## src/rtl/im_loader_if.sv

```systemverilog
// Byte-stream input and instruction-memory write port of im_loader.
// master is the loader side, slave the stream source / IM side.
interface im_loader_if;
   logic        byte_valid;
   logic [7:0]  byte_data;
   logic        byte_ready;
   logic        im_we;
   logic [31:0] im_addr;
   logic [31:0] im_wdata;

   modport master (
      input  byte_valid, byte_data,
      output byte_ready, im_we, im_addr, im_wdata
   );

   modport slave (
      output byte_valid, byte_data,
      input  byte_ready, im_we, im_addr, im_wdata
   );
endinterface

```

## src/rtl/im_loader.sv

```systemverilog
// Assembles a big-endian byte stream (4-byte word count N, then N words) into IM writes
// and holds the CPU until the image is complete. Optional trailing checksum: IM_LOADER_CHECKSUM_EN.
module im_loader #(
   parameter logic [31:0] BASE_ADDR = 32'h0000_3000,
   parameter int          DEPTH     = 4096,
   parameter int          CNT_W     = 13
) (
   input  logic             clk,
   input  logic             reset,
   input  logic             start,
   im_loader_if.master      bus,
   output logic             cpu_hold,
   output logic             done,
   output logic             err,
   output logic [CNT_W-1:0] word_cnt
);

   typedef enum logic [2:0] {
      S_IDLE,
      S_HDR,
      S_DATA,
`ifdef IM_LOADER_CHECKSUM_EN
      S_CHK,
`endif
      S_DONE,
      S_ERR
   } state_t;

   state_t             state_reg, state_next;
   logic [1:0]         lane_reg;
   logic [23:0]        shift_reg;
   logic [CNT_W-1:0]   n_reg;
   logic [CNT_W-1:0]   word_cnt_reg;
   logic               im_we_reg;
   logic [31:0]        im_addr_reg;
   logic [31:0]        im_wdata_reg;
`ifdef IM_LOADER_CHECKSUM_EN
   logic [31:0]        sum_reg;
`endif

   logic               ready;
   logic               accept;
   logic               last_lane;
   logic               start_load;
   logic [31:0]        assembled;
   state_t             end_state;

   // Stop accepting once all N words are in; the DATA->DONE step waits for the final write cycle.
   assign ready = (state_reg == S_HDR)
`ifdef IM_LOADER_CHECKSUM_EN
                || (state_reg == S_CHK)
`endif
                || ((state_reg == S_DATA) && (word_cnt_reg != n_reg));

   assign accept     = bus.byte_valid && ready;
   assign last_lane  = (lane_reg == 2'd3);
   assign assembled  = {shift_reg, bus.byte_data};
   assign start_load = start && ((state_reg == S_IDLE) || (state_reg == S_DONE) || (state_reg == S_ERR));

`ifdef IM_LOADER_CHECKSUM_EN
   assign end_state = S_CHK;
`else
   assign end_state = S_DONE;
`endif

   always_ff @(posedge clk or posedge reset) begin
      if (reset) begin
         state_reg <= S_IDLE;
      end else begin
         state_reg <= state_next;
      end
   end

   always_comb begin
      state_next = state_reg;
      case (state_reg)
         S_IDLE, S_DONE, S_ERR: begin
            if (start) state_next = S_HDR;
         end
         S_HDR: begin
            if (accept && last_lane) begin
               if (assembled == 32'd0)
                  state_next = end_state;
               else if (assembled > 32'(DEPTH))
                  state_next = S_ERR;
               else
                  state_next = S_DATA;
            end
         end
         S_DATA: begin
            if (im_we_reg && (word_cnt_reg == n_reg)) state_next = end_state;
         end
`ifdef IM_LOADER_CHECKSUM_EN
         S_CHK: begin
            if (accept && last_lane)
               state_next = (assembled == sum_reg) ? S_DONE : S_ERR;
         end
`endif
         default: state_next = S_IDLE;
      endcase
   end

   always_ff @(posedge clk or posedge reset) begin
      if (reset) begin
         lane_reg     <= 2'd0;
         shift_reg    <= 24'd0;
         n_reg        <= '0;
         word_cnt_reg <= '0;
         im_we_reg    <= 1'b0;
         im_addr_reg  <= BASE_ADDR;
         im_wdata_reg <= 32'd0;
`ifdef IM_LOADER_CHECKSUM_EN
         sum_reg      <= 32'd0;
`endif
      end else begin
         im_we_reg <= 1'b0;
         if (start_load) begin
            lane_reg     <= 2'd0;
            word_cnt_reg <= '0;
`ifdef IM_LOADER_CHECKSUM_EN
            sum_reg      <= 32'd0;
`endif
         end else if (accept) begin
            lane_reg  <= lane_reg + 2'd1;
            shift_reg <= assembled[23:0];
            if (last_lane && (state_reg == S_HDR)) begin
               n_reg <= assembled[CNT_W-1:0];
            end
            // Address uses the pre-increment count so word k lands at BASE_ADDR + 4*k.
            if (last_lane && (state_reg == S_DATA)) begin
               im_we_reg    <= 1'b1;
               im_wdata_reg <= assembled;
               im_addr_reg  <= BASE_ADDR + {{(30-CNT_W){1'b0}}, word_cnt_reg, 2'b00};
               word_cnt_reg <= word_cnt_reg + 1'b1;
`ifdef IM_LOADER_CHECKSUM_EN
               sum_reg      <= sum_reg + assembled;
`endif
            end
         end
      end
   end

   assign bus.byte_ready = ready;
   assign bus.im_we      = im_we_reg;
   assign bus.im_addr    = im_addr_reg;
   assign bus.im_wdata   = im_wdata_reg;
   assign word_cnt       = word_cnt_reg;
   assign done           = (state_reg == S_DONE);
   assign err            = (state_reg == S_ERR);
   assign cpu_hold       = (state_reg != S_DONE);

endmodule

```

## src/flat_wrapper.sv

```systemverilog
// flat-port wrapper written by rule: the top's interface ports become plain ports
module im_loader_flat 
#(
   parameter logic [31:0] BASE_ADDR = 32'h0000_3000,
   parameter int          DEPTH     = 4096,
   parameter int          CNT_W     = 13
)
  (clk, reset, start, cpu_hold, done, err, word_cnt, bus_byte_valid, bus_byte_data, bus_byte_ready, bus_im_we, bus_im_addr, bus_im_wdata);
  im_loader_if bus_i ();
  input  logic clk;
  input  logic reset;
  input  logic start;
  output logic cpu_hold;
  output logic done;
  output logic err;
  output logic [CNT_W-1:0] word_cnt;
  input wire logic [$bits(bus_i.byte_valid)-1:0] bus_byte_valid;
  input wire logic [$bits(bus_i.byte_data)-1:0] bus_byte_data;
  output wire logic [$bits(bus_i.byte_ready)-1:0] bus_byte_ready;
  output wire logic [$bits(bus_i.im_we)-1:0] bus_im_we;
  output wire logic [$bits(bus_i.im_addr)-1:0] bus_im_addr;
  output wire logic [$bits(bus_i.im_wdata)-1:0] bus_im_wdata;
  assign bus_i.byte_valid = bus_byte_valid;
  assign bus_i.byte_data = bus_byte_data;
  assign bus_byte_ready = bus_i.byte_ready;
  assign bus_im_we = bus_i.im_we;
  assign bus_im_addr = bus_i.im_addr;
  assign bus_im_wdata = bus_i.im_wdata;
  im_loader #(.BASE_ADDR(BASE_ADDR), .DEPTH(DEPTH), .CNT_W(CNT_W)) u_core (.clk(clk), .reset(reset), .start(start), .bus(bus_i), .cpu_hold(cpu_hold), .done(done), .err(err), .word_cnt(word_cnt));
endmodule
```

## config.mk

```make
export PLATFORM = sky130hd
export DESIGN_NAME = im_loader_flat
export DESIGN_NICKNAME = d
export VERILOG_FILES = /design/src/rtl/im_loader_if.sv /design/src/rtl/im_loader.sv /design/src/flat_wrapper.sv
export SDC_FILE = /design/constraint.sdc
export NUM_CORES = 1
export LEC_CHECK = 0
export CORE_UTILIZATION = 25
export CTS_CLUSTER_SIZE = 8
export DETAILED_ROUTE_END_ITERATION = 16
export DONT_BUFFER_PORTS = 1
export HOLD_SLACK_MARGIN = 0.06
export REMOVE_ABC_BUFFERS = 1
export SYNTH_ARGS = -nofsm -noshare
export SYNTH_HDL_FRONTEND = slang
export SYNTH_SLANG_ARGS = --single-unit
```

## constraint.sdc

```tcl
create_clock -name clk -period 3.8 [get_ports clk]
set_input_delay 0.19 -clock clk [delete_from_list [all_inputs] [get_ports clk]]
set_output_delay 0.19 -clock clk [all_outputs]
set_load 0.005 [all_outputs]
```

==> results of run 1 <==
## metal layers
metal	vias to the layer above	global-route usage, %	wire length (um)
li1	1257	-	-
met1	1403	14.39	4994
met2	82	19.70	5460
met3	6	3.645	576
met4	0	2.207	76
met5	-	0	0
## cells in the final DEF (no fill, tap or decap), types with 3 or more instances in the layout
cell type / netlist / layout
a21oi_1: 3 / 3
buf_4: 19 / 5
clkbuf_16: 0 / 9
conb_1: 1 / 18
dfrtp_1: 100 / 100
dlygate4sd3_1: 0 / 10
ha_1: 4 / 4
inv_1: 11 / 10
mux2_2: 22 / 22
mux2_4: 57 / 57
mux2i_1: 8 / 8
nand2_1: 17 / 17
nand2b_1: 5 / 5
nand3_1: 8 / 8
nand4_1: 5 / 5
nor2_1: 4 / 4
nor4_1: 11 / 9
o21ai_0: 11 / 10
o311ai_0: 4 / 4
o31ai_1: 5 / 5
xnor2_1: 13 / 13
## power by group through the flow
stage	sequential (mW)	combinational [mW]	clock, mW
after floorplan	1.48	0.552	0
after global placement	1.56	0.621	0
after detailed placement	1.57	0.652	0
after CTS	1.55	0.670	1.03
after global routing	1.58	0.728	1.07
final	1.55	0.660	1.01
## how the worst max path moves through the flow
stage | startpoint | endpoint | slack (ps) | cells after the start
2_1_floorplan | reset | u_core.bus.im_addr[10] | 940 | 1
3_3_place_gp | u_core.word_cnt[3] | u_core.bus.im_wdata[28] | 1000 | 6
3_5_place_dp | u_core.word_cnt[3] | u_core.bus.im_wdata[26] | 950 | 6
4_1_cts | u_core.word_cnt[3] | u_core.bus.im_wdata[27] | 940 | 6
5_1_grt | u_core.word_cnt[3] | u_core.bus.im_wdata[27] | 760 | 6
6_report | u_core.word_cnt[3] | u_core.bus.im_wdata[27] | 970 | 6
## stage by stage
| step | setup WS [ps] | hold slack [ps] | power, mW | std cells | cell area (um^2) |
|---|---|---|---|---|---|
| 2_1_floorplan | 937.8 | 298.9 | 2.028 | 335 | 4626 |
| 3_3_place_gp | 1003 | 291.7 | 2.177 | 601 | 5024 |
| 3_5_place_dp | 945.7 | 315.5 | 2.226 | 601 | 5024 |
| 4_1_cts | 935.0 | 79.32 | 3.253 | 627 | 5456 |
| 5_1_grt | 761.6 | 112.4 | 3.382 | 627 | 5456 |
| 6_report | 965.2 | 96.95 | 3.212 | 627 | 5456 |
## worst max-delay path, stage by stage (launching register included)
cell	delay [ps]
dfrtp_1	570
xnor2_1	160
nand4_1	200
or4_1	660
nand2_4	460
buf_12	280
mux2_2	360
## kinds of logic (layout without fill, tap and decap cells)
| family | Yosys count | count (layout) | synth area share [%] |
|---|---|---|---|
| buffers and inverters | 47 | 43 | 7.620 |
| XOR/XNOR | 14 | 14 | 2.506 |
| flip-flops | 102 | 102 | 52.21 |
| AND/OR/NAND/NOR | 65 | 65 | 7.594 |
| multiplexers | 87 | 87 | 24.19 |
| other | 1 | 18 | 0.07663 |
| AO/OA/AOI/OAI | 34 | 34 | 4.782 |
| adder cells (fa/ha/maj) | 4 | 4 | 1.023 |
## timing repair
item | CTS | global route
resized for setup | 0 | 0
hold buffers | 10 | 0
setup buffers | 0 | 0
hold endpoints to repair | 99 | 0
## area by class of cell
type	count	area share, %
sequential	102	46.82
multi-input combinational	222	37.42
clock inverter	6	1.720
clock buffer	10	4.380
timing repair buffer	16	2.889
inverter	11	0.8026
tap	260	5.962
==> results.py, run 1 <==
metrics = {
    "status": {
        "outcome": "complete, no violations",
    },
    "yosys": {
        "synth.distinct_cells": 48,
        "ys_warn_count": 0,
        "synth_top_area_share_pct": 51.14,
        "synth-edff-count": 0,
        "async_flop_share_pct": 100.0,
        "yosys.area.top_type": "dfrtp_1",
        "yosys_most_used_dff": "dfrtp_1",
        "synth_seq_cells": 102,
        "avgSynthCellArea_um2": 13.82,
        "synth_most_common_cell": "dfrtp_1",
        "netlist_area_mm2": 0.004893,
        "syn_inst": 354,
        "ys_seq_area_share_pct": 52.21,
        "synthTopCellsByCount": "dfrtp_1 (100), mux2_4 (57), mux2_2 (22), buf_4 (19), nand2_1 (17)",
        "synthTopCellsByArea": "dfrtp_1 (51%), mux2_4 (17%), mux2_2 (5.1%), buf_4 (2.9%), buf_12 (2.5%)",
    },
    "detailed_routing": {
        "drtAntennaViolNets": 0,
        "viasPerCell": 4.383,
        "drt_iter0_drc": 132,
        "drc": 0,
        "route.vias.total": 2748,
        "dr.pass1.iters": 4,
        "wirelength_um": 11110,
        "wl_per_cell_um": 17.71,
    },
    "power_and_ir_drop": {
        "p_seq_share_pct": 48.1,
        "powerDensity_mw_per_mm2": 588.6,
        "peakVddDrop_mv": 0.2864,
        "p_clk_share_pct": 31.3,
        "p_leak_nw": 2.548,
        "pwr-share-comb_pct": 20.6,
        "p_int_mw": 2.309,
        "power_switching_share_pct": 28.11,
        "p_sw_mw": 0.9028,
    },
    "critical_path": {
        "critPathArrivalTime_ps": 3060,
        "required_ps": 4030,
        "reg2reg_to": "u_core.bus.im_wdata[27]",
        "cp-end-kind": "flip-flop",
        "timing.rr.start": "u_core.word_cnt[3]",
        "r2r_cells": 6,
        "worstPathMaxFanout": 30,
        "r2r_setup_slack_ps": 970,
        "worstSetupPathType": "reg2reg",
        "cp-start-kind": "flip-flop",
    },
    "timing": {
        "finalClockSkew_ps": 4.556,
        "report.final.setup_viol": 0,
        "tightest_slew_ps": 901.2,
        "slew_headroom_pct": 39.92,
        "timing_hold_violations_final": 0,
        "period_share_pct": 74.60,
        "drv_slew": 0,
        "clock.fmax_mhz": 352.8,
        "fin_tns_setup_ps": 0,
        "rsz0062_at_grt": "no",
        "period_needed_ps": 2835,
    },
    "clock_tree": {
        "cts-htree-levels": 3,
        "numClockSinks": 102,
        "path_clk_slew_ps": 70,
        "worstSkewPairLatency_ps": 340,
        "root_buffer": "clkbuf_16",
        "cts_buffers": 9,
        "cts_buffer_depth": 2,
        "cts_tree": "done",
    },
    "min_path": {
        "min_path_cells": 2,
        "hold_class": "in2reg",
        "hold_start": "start",
        "worstHoldEndpoint": "u_core.word_cnt[12]",
    },
    "floorplanning": {
        "die_height_um": 141.9,
        "die_w_um": 141.9,
        "core_mm2": 0.01896,
        "io_pins": 94,
        "start_util_pct": 25.82,
        "die_area_mm2": 0.02014,
        "rows": 50,
    },
    "place": {
        "gp_congestion": 0.7898,
        "dp_hpwl_um": 7804,
        "port_buffers": 0,
    },
    "global_route": {
        "overflow": 0,
        "grt_max_degree": 75,
        "antenna_found_initial": 0,
        "grt_use_total_pct": 11.58,
        "grt_pass1_wl_um": 17510,
        "grt_pass1_vias": 2901,
    },
    "cells_and_area": {
        "regArea_mm2": 0.002555,
        "area_delta_synth_final_pct": 11.51,
        "antennaDiodeCount": 0,
        "largest_reg_flops": 32,
        "final_util_pct": 28.79,
        "multi_input_area_mm2": 0.002042,
        "nFillCells": 1926,
        "layout-drive-gt1-share_pct": 29.97,
        "fin_nets": 378,
    },
    "job": {
        "drv_cap": 0,
    },
}
Power figures use the tool's default switching activity.
==> inputs of run 2 (changes only) <==
==> constraint.sdc (replaced) <==
create_clock -name clk -period 2.86 [get_ports clk]
set_input_delay 0.143 -clock clk [delete_from_list [all_inputs] [get_ports clk]]
set_output_delay 0.143 -clock clk [all_outputs]
set_load 0.005 [all_outputs]
==> run 2 against run 1 <==
Clock skew grew 8.3 ps. Sequential power up 33%. Die area stayed put. Critical endpoint unchanged.
==> results.py, run 2 (same netlist as run 1, synthesis figures left out) <==
metrics = {
    "detailed_routing": {
        "dr.pass1.iters": 4,
        "route.met3.wl_um": 652,
        "drc": 0,
        "route.vias.total": 2855,
        "drt_iter0_drc": 184,
        "highest_layer": "met4",
        "viasPerCell": 4.525,
        "wl_per_cell_um": 17.90,
        "met1Wirelength_um": 5114,
        "wl_met2_um": 5333,
        "drtAntennaViolNets": 0,
        "wirelength_um": 11290,
    },
    "power_and_ir_drop": {
        "p_leak_nw": 2.582,
        "p_int_mw": 3.056,
        "pwr-share-comb_pct": 20.5,
        "p_sw_mw": 1.199,
        "p_clk_share_pct": 31.0,
        "power_switching_share_pct": 28.17,
        "power.total_mw": 4.255,
        "powerDensity_mw_per_mm2": 772.8,
        "p_seq_share_pct": 48.5,
        "peakVddDrop_mv": 0.3636,
    },
    "timing": {
        "period_needed_ps": 2493,
        "slew_headroom_pct": 56.33,
        "rsz0062_at_grt": "no",
        "fin_tns_setup_ps": 0,
        "drv_slew": 0,
        "report.final.setup_viol": 0,
        "period_share_pct": 87.18,
        "finalClockSkew_ps": 12.90,
        "hold_ws_ps": 141.2,
        "tightest_slew_ps": 655.1,
        "clock.fmax_mhz": 401.1,
        "timing_hold_violations_final": 0,
    },
    "critical_path": {
        "worstPathMaxFanout": 21,
        "worstSetupPathType": "reg2reg",
        "critPathSlowestCell": "or4_1",
        "cp_cell_sequence": "xnor2_1 > nand3_1 > or4_1 > nand2_4 > buf_12 > mux2_2",
        "cp-end-kind": "flip-flop",
        "critPathMaxStageDelay_ps": 690,
        "path_buf_inv": 1,
        "cp-start-kind": "flip-flop",
        "required_ps": 3090,
        "crit_family": "simple AND/OR/NAND/NOR gates",
        "crit_start": "u_core.word_cnt[7]",
        "timing.rr.start": "u_core.word_cnt[7]",
        "critPathArrivalTime_ps": 2720,
    },
    "floorplanning": {
        "die_w_um": 141.9,
        "io_pins": 94,
        "die_area_mm2": 0.02014,
        "die_height_um": 141.9,
        "core_mm2": 0.01896,
        "rows": 50,
        "start_util_pct": 25.82,
    },
    "clock_tree": {
        "root_buffer": "clkbuf_16",
        "numClockSinks": 102,
        "cts_buffer_depth": 2,
        "cts-htree-levels": 3,
        "cts_setup_buffers": 0,
        "path_clk_slew_ps": 70,
        "worstSkewPairLatency_ps": 350,
        "cts_buffers": 9,
        "cts_tree": "done",
    },
    "global_route": {
        "overflow": 0,
        "grt_pass1_vias": 2914,
        "grt_pass1_wl_um": 17830,
        "antenna_found_initial": 0,
        "grt_use_total_pct": 11.76,
        "grt_max_degree": 54,
    },
    "cells_and_area": {
        "antennaDiodeCount": 0,
        "largest_reg_flops": 32,
        "layout_common_cells": "dfrtp_1 (100), mux2_4 (57), mux2_2 (22), conb_1 (18), nand2_1 (17)",
        "fin_nets": 384,
        "layout-drive-gt1-share_pct": 30.46,
        "final_common_cell": "dfrtp_1",
        "area_delta_synth_final_pct": 12.50,
    },
    "place": {
        "dp_hpwl_um": 7642,
        "gp_congestion": 0.8291,
        "port_buffers": 0,
    },
    "job": {
        "drv_cap": 0,
    },
    "status": {
        "outcome": "complete, no violations",
    },
    "min_path": {
        "hold_class": "in2reg",
        "hold_start": "start",
    },
}
[run 2: cell types whose count changed in the layout (fill, tap and decap cells not counted), sizes merged]
cell      change
buf           +6
clkinv        -2
clkbuf        +1
clkinvlp      -1
[run 2: area by class of cell]
class	instances	area, um^2
Timing Repair Buffer	22	227.7
Inverter	11	43.79
Multi-Input combinational cell	222	2042
Clock buffer	11	242.7
Tap cell	260	325.3
Clock inverter	3	68.82
Sequential cell	102	2555
Fill cell	1918	13450
[run 2: repair_timing]
item                                   CTS  global route
hold buffers                            10             0
endpoints found under the hold margin   77             0
resized for setup                        0             0
[run 2: worst register-to-register path, stage by stage (launching register included)]
cell and delay [ps]:
dfrtp_1 490, xnor2_1 220, nand3_1 180, or4_1 690
nand2_4 220, buf_12 210, mux2_2 360
[run 2: per-layer routing]
| metal | vias to the layer above | global-route usage, % |
|---|---|---|
| met5 | - | 0 |
| met4 | 0 | 3.565 |
| met2 | 86 | 18.56 |
| li1 | 1267 | - |
| met1 | 1488 | 15.24 |
| met3 | 14 | 3.847 |
[run 2: path summary, 6_finish.rpt]
kind                                           end  slack [ps]  cells after the start
setup reg to reg           u_core.bus.im_wdata[27]         370                      6
hold / removal                 u_core.state_reg[0]         140                      3
min in group asynchronous     u_core.shift_reg[16]         360                      2
hold reg to reg                 u_core.lane_reg[0]         520                      1
max in group asynchronous   u_core.bus.im_addr[13]        1690                      3
setup / recovery           u_core.bus.im_wdata[27]         370                      6
[run 2: per-stage QoR]
stage	utilization (%)	area, um^2	std cells	worst slack, ps
after global routing	29.04	5505	631	246.4
final	29.04	5505	631	366.7
after CTS	29.04	5505	631	374.3
after detailed placement	26.87	5094	607	389.4
after global placement	26.87	5094	607	435.2
after floorplan	-	4626	335	44.83
[run 2: power by group through the flow]
| stage | combinational [mW] | sequential (mW) | clock [mW] |
|---|---|---|---|
| after detailed placement | 0.860 | 2.09 | 0 |
| final | 0.872 | 2.06 | 1.32 |
| after global routing | 0.954 | 2.11 | 1.40 |
| after CTS | 0.886 | 2.07 | 1.36 |
| after global placement | 0.835 | 2.07 | 0 |
| after floorplan | 0.734 | 1.96 | 0 |
